$ cat config.mk
export PLATFORM = sky130hd
export DESIGN_NAME = mul_err_eval_ctrl
export DESIGN_NICKNAME = d
export VERILOG_FILES = /design/src/rtl/mul_err_eval_ctrl.sv
export SDC_FILE = /design/constraint.sdc
export NUM_CORES = 1
export LEC_CHECK = 0
export CAP_MARGIN = 40
export CORE_MARGIN = 3
export CORE_UTILIZATION = 57
export CTS_CLUSTER_SIZE = 24
export DETAILED_ROUTE_END_ITERATION = 7
export PLACE_DENSITY = 0.85
export SLEW_MARGIN = 25
export SYNTH_ARGS = -nofsm -noshare
export SYNTH_HDL_FRONTEND = slang
export SYNTH_SLANG_ARGS = --single-unit
$ cat constraint.sdc
create_clock -name clk -period 8.2 [get_ports clk]
set_clock_uncertainty 0.1 [all_clocks]
set_input_delay 2.05 -clock clk [delete_from_list [all_inputs] [get_ports clk]]
set_output_delay 2.05 -clock clk [all_outputs]
set_load 0.02 [all_outputs]
$ cat src/rtl/mul_err_eval_ctrl.sv
// ---------------------------------------------------------------------------
// mul_err_eval_ctrl
//
// Sequencer and scorer for one approximate multiplier under error evaluation.
// It steps through every input vector of the external multiplier in order and
// holds each vector on dut_a for HOLD cycles. On the last hold cycle it
// compares the returned product dut_y with the exact product a*b. Across the
// run it accumulates the error count, the worst-case error distance and the
// summed error distance.
//
// Optional feature macro: ERR_EVAL_WCE_VEC_EN
//   When defined, adds the wce_vec output. wce_vec records the vector that
//   first produced the current max_ed.
//
// Ports
//   clk        in   rising-edge clock
//   rst_n      in   asynchronous active-low reset
//   start      in   begin a run; only sampled in IDLE
//   busy       out  run in progress (one or more cycles per vector)
//   done       out  one-cycle pulse once the results are final
//   dut_a      out  vector to the multiplier; a = low half, b = high half
//   dut_y      in   multiplier output, zero-extended to IN_W for the compare
//   err_cnt    out  number of vectors with approx != exact
//   max_ed     out  maximum |exact - approx|
//   sum_ed     out  sum of |exact - approx|
//   wce_vec    out  (ERR_EVAL_WCE_VEC_EN only) vector that gave max_ed
//   dbg_state  out  current FSM state encoding (IDLE=0, RUN=1, DONE=2)
//
// Handshake: the host raises start while busy=0. The run begins on the next
// edge. busy stays high for HOLD*2^IN_W cycles, and done pulses for the one
// cycle after busy falls. The results stay stable from done until the next
// accepted start. Any start seen while a run or the DONE cycle is in
// progress is dropped and not queued.
// ---------------------------------------------------------------------------
module mul_err_eval_ctrl #(
  parameter int IN_W  = 4,
  parameter int OUT_W = 4,
  parameter int HOLD  = 1
) (
  input  logic                clk,
  input  logic                rst_n,
  input  logic                start,
  output logic                busy,
  output logic                done,
  output logic [IN_W-1:0]     dut_a,
  input  logic [OUT_W-1:0]    dut_y,
  output logic [IN_W:0]       err_cnt,
  output logic [IN_W-1:0]     max_ed,
  output logic [2*IN_W-1:0]   sum_ed,
`ifdef ERR_EVAL_WCE_VEC_EN
  output logic [IN_W-1:0]     wce_vec,
`endif
  output logic [1:0]          dbg_state
);

  localparam int HALF  = IN_W / 2;
  localparam int CNT_W = (HOLD > 1) ? $clog2(HOLD) : 1;
  localparam logic [CNT_W-1:0] HOLD_LAST = CNT_W'(HOLD - 1);

  typedef enum logic [1:0] {
    S_IDLE = 2'd0,
    S_RUN  = 2'd1,
    S_DONE = 2'd2
  } state_e;

  state_e              state_q, state_d;
  logic [IN_W-1:0]     dut_a_q, dut_a_d;
  logic [CNT_W-1:0]    cnt_q, cnt_d;
  logic [IN_W:0]       err_q, err_d;
  logic [IN_W-1:0]     max_q, max_d;
  logic [2*IN_W-1:0]   sum_q, sum_d;
`ifdef ERR_EVAL_WCE_VEC_EN
  logic [IN_W-1:0]     wce_q, wce_d;
`endif

  // Exact product. Each operand is HALF bits wide, so the product always
  // fits in IN_W bits.
  logic [IN_W-1:0] op_a, op_b, exact, approx, ed;

  assign op_a   = IN_W'(dut_a_q[HALF-1:0]);
  assign op_b   = IN_W'(dut_a_q[IN_W-1:HALF]);
  assign exact  = op_a * op_b;
  assign approx = IN_W'(dut_y);
  assign ed     = (exact >= approx) ? (exact - approx) : (approx - exact);

  always_ff @(posedge clk or negedge rst_n) begin
    if (!rst_n) begin
      state_q <= S_IDLE;
      dut_a_q <= '0;
      cnt_q   <= '0;
      err_q   <= '0;
      max_q   <= '0;
      sum_q   <= '0;
`ifdef ERR_EVAL_WCE_VEC_EN
      wce_q   <= '0;
`endif
    end else begin
      state_q <= state_d;
      dut_a_q <= dut_a_d;
      cnt_q   <= cnt_d;
      err_q   <= err_d;
      max_q   <= max_d;
      sum_q   <= sum_d;
`ifdef ERR_EVAL_WCE_VEC_EN
      wce_q   <= wce_d;
`endif
    end
  end

  always_comb begin
    state_d = state_q;
    dut_a_d = dut_a_q;
    cnt_d   = cnt_q;
    err_d   = err_q;
    max_d   = max_q;
    sum_d   = sum_q;
`ifdef ERR_EVAL_WCE_VEC_EN
    wce_d   = wce_q;
`endif

    case (state_q)
      S_IDLE: begin
        if (start) begin
          state_d = S_RUN;
          dut_a_d = '0;
          cnt_d   = '0;
          err_d   = '0;
          max_d   = '0;
          sum_d   = '0;
`ifdef ERR_EVAL_WCE_VEC_EN
          wce_d   = '0;
`endif
        end
      end

      S_RUN: begin
        if (cnt_q == HOLD_LAST) begin
          // dut_y has now settled for the vector held on dut_a, so score it.
          cnt_d = '0;
          err_d = err_q + (IN_W+1)'(ed != '0);
          sum_d = sum_q + (2*IN_W)'(ed);
          // A strict compare keeps the first vector that reaches the maximum.
          if (ed > max_q) begin
            max_d = ed;
`ifdef ERR_EVAL_WCE_VEC_EN
            wce_d = dut_a_q;
`endif
          end
          if (dut_a_q == '1) begin
            state_d = S_DONE;
            dut_a_d = '0;
          end else begin
            dut_a_d = dut_a_q + 1'b1;
          end
        end else begin
          cnt_d = cnt_q + 1'b1;
        end
      end

      S_DONE: begin
        state_d = S_IDLE;
        dut_a_d = '0;
      end

      default: begin
        state_d = S_IDLE;
      end
    endcase
  end

  assign busy      = (state_q == S_RUN);
  assign done      = (state_q == S_DONE);
  assign dut_a     = dut_a_q;
  assign err_cnt   = err_q;
  assign max_ed    = max_q;
  assign sum_ed    = sum_q;
`ifdef ERR_EVAL_WCE_VEC_EN
  assign wce_vec   = wce_q;
`endif
  assign dbg_state = state_q;

endmodule

==> metrics.yaml <==
status:
  status: "finished clean"
grt:
  grt_max_degree: 20
  grt_pass1_wl_mm: 8.05
  grt-ovfl-total: 0
  grt_use_total: 0.251
  antenna_found_initial: 0
  grt_pass1_vias: 1668
synth:
  yosys_warnings: 0
  ys_ff_latch: 23
  ys.flop_type: "dfrtp_1"
  syn_inst: 198
  ys_seq_area_frac: 0.316
  synth_edf_count: 0
  syn-mean-instance-area_sq_um: 9.21
  synth_nets: 226
  synth_area_sq_mm: 0.00182
  synth.distinct_cells: 56
  synthArstFlopShare: 1.00
floorplanning:
  pin_count: 32
  die_w_microns: 62.6
  die_h_microns: 62.6
  core_area_sq_mm: 0.00290
  floorplan.initialDensity: 0.629
  row_count: 19
  dieArea_sq_mm: 0.00392
route:
  vias: 1665
  drt-initial-drc-count: 149
  drt-wirelength-per-cell_microns: 16.4
  drt-pass1-iter-count: 4
  ant_nets: 0
  finalWirelength_mm: 4.47
  vias_per_cell: 6.10
  drc: 0
setup_path:
  critPathTopFamily: "compound AO/OA/AOI/OAI gates"
  worstPathRequired_ns: 8.35
  crit_top_cell: "ha_1"
  slowest_delay_ns: 0.46
  critical_path_class: "primary input to register"
  critical_path_buf_inv_count: 1
  crit_path_start_kind: "primary input"
  end_kind: "register"
  rrSetupSlack_ns: 3.80
  slowest_stage: "a311oi_4"
  cp.arrival_ns: 5.82
  worstPathMaxFanout: 7
  crit_chain: "clkdlybuf4s50_1, ha_1, fa_1, a21boi_2, o2111a_1, a21o_1, a211oi_1, ha_1, nor4bb_1, a211o_1, a22oi_1, a311oi_4, mux2_4"
timing:
  final.setup.worst_slack_ns: 2.53
  maxSlewViolCount: 0
  setup_tns_ns: 0
  tightestPinTransition_ns: 0.695
  fin_crit_ns: 5.67
  period_share: 0.692
  rsz0062_at_grt: "no"
  fmax_mhz: 176
  slew-limit-headroom: 0.535
  setup_violations: 0
  hold_viol_final: 0
placed_design:
  dp_hpwl_mm: 3.40
  place.gp.congestion: 0.899
  io_buffers: 31
  place_inst: 269
  post-place-ws_ns: 2.17
clock_network:
  cts.sinks: 23
  hold_buffers: 0
  cts_resized: 0
  cts_buffers: 3
  clockBufferDepth: 2
  insertion_delay_ns: 0.34
  post-cts-setup-buffers: 0
  clkTransAtPathRegs_ns: 0.15
  h-tree-depth: 1
  cts_root_buffer: "clkbuf_4"
  tritoncts: "done"
layout:
  instances_no_fill: 273
  areaGrowthSynthToFinish_pct: 21.3
  n_antenna_cell: 0
  drive_gt1_frac: 0.0649
  post-route-util: 0.763
  nNetsFinal: 260
power_and_ir_drop:
  leakagePower_uw: 0.00101
  peakVddDrop_mv: 0.253
  total_power_uw: 1040
  power_density_mw_per_mm2: 469
job:
  cap_violations: 0
worst_hold_path:
  worstHoldPathType: "register to register"
[layout by cell type, fill, tap and decap left out, drive strengths merged, types with 7 or more instances in the layout]
master and instances:
inv 20, ha 19, o21ai 11, clkdlybuf4s50 31, a21oi 7, nand3 8
nand2 19, dfrtp 23
[logic make-up (layout without fill, tap and decap cells)]
| group | Yosys count | count (layout) | synth area share |
|---|---|---|---|
| AOI/OAI and AO/OA | 58 | 58 | 0.247 |
| xor gates and xnor gates | 2 | 2 | 0.00960 |
| adders and majority gates | 21 | 21 | 0.152 |
| buffers and inverters | 24 | 57 | 0.0501 |
| DFF | 23 | 23 | 0.315 |
| muxes | 7 | 7 | 0.0412 |
| and+or+nand+nor | 63 | 63 | 0.185 |
[cell usage after synthesis, drive strengths merged, types with 2 or more instances]
master / instances / share of area
nor2b: 4 / 0.014
nand3b: 2 / 0.0082
or3: 2 / 0.0075
o21ai: 11 / 0.030
o31ai: 3 / 0.012
nand4: 5 / 0.017
mux2i: 6 / 0.033
ha: 19 / 0.13
nand3: 8 / 0.022
a22o: 6 / 0.029
dfrtp: 23 / 0.32
clkbuf: 3 / 0.0069
o211ai: 6 / 0.027
a21o: 2 / 0.0082
nand2: 19 / 0.040
inv: 20 / 0.041
a211o: 2 / 0.0096
a21oi: 7 / 0.021
fa: 2 / 0.022
nand2b: 4 / 0.014
nor3: 2 / 0.0055
a211oi: 2 / 0.0082
a31oi: 3 / 0.010
a311oi: 2 / 0.019
and2: 5 / 0.019
nor2: 6 / 0.012
a2111oi: 2 / 0.0096
[state kept, by name, indices dropped and copies added (netlist names)]
signal     cells
err_cnt        5
dut_a          4
dbg_state      2
max_ed         4
sum_ed         8
[routing by layer]
layer,vias up,share of wire,global-route usage,wire length (microns)
met4,0,0.015,0.0882,67
li1,803,-,-,-
met2,52,0.49,0.414,2190
met1,803,0.45,0.342,2010
met3,7,0.047,0.0252,209
met5,-,0,0,0
[through the flow]
| stage | instance area (sq um) | hold WS, ns |
|---|---|---|
| global placement | 2170 | 0.362 |
| detailed placement | 2190 | 0.379 |
| floorplan | 1820 | 0.489 |
| CTS | 2210 | 0.402 |
| global route | 2210 | 0.425 |
| finish | 2210 | 0.406 |
[worst register-to-register path, stage by stage, from the launching register on]
cell      delay, ns
dfrtp_1        0.47
and2_1         0.19
ha_1           0.34
inv_1          0.09
fa_1           0.42
a21boi_2       0.22
o2111a_1       0.29
a21o_1         0.17
a211oi_1       0.37
ha_1           0.24
nor4bb_1       0.32
a211o_1        0.17
a22oi_1        0.11
a311oi_4       0.46
mux2_4         0.33
[cell type report]
class | instances | area (sq um)
Clock buffer | 3 | 22.5
Multi-Input combinational cell | 151 | 1160
Tap cell | 42 | 52.6
Timing Repair Buffer | 32 | 322
Inverter | 21 | 78.8
Sequential cell | 23 | 576
Fill cell | 230 | 687
Clock inverter | 1 | 5.00
[path summary, 6_finish.rpt]
check                      cells after the start   endpoint  startpoint
hold / removal                                 1  sum_ed[7]   sum_ed[7]
hold reg to reg                                1  sum_ed[7]   sum_ed[7]
max in group asynchronous                      2   dut_a[2]       rst_n
min in group asynchronous                      1  sum_ed[2]       rst_n
setup reg to reg                              14  max_ed[3]    dut_a[0]
setup / recovery                              13  max_ed[3]    dut_y[0]
[where the power goes]
part           internal, uW  leakage (uW)  switching, uW
registers               168      0.000282           61.4
logic                   339      0.000706            409
clock network          18.4     0.0000177           42.4
Power figures use the tool's default switching activity.
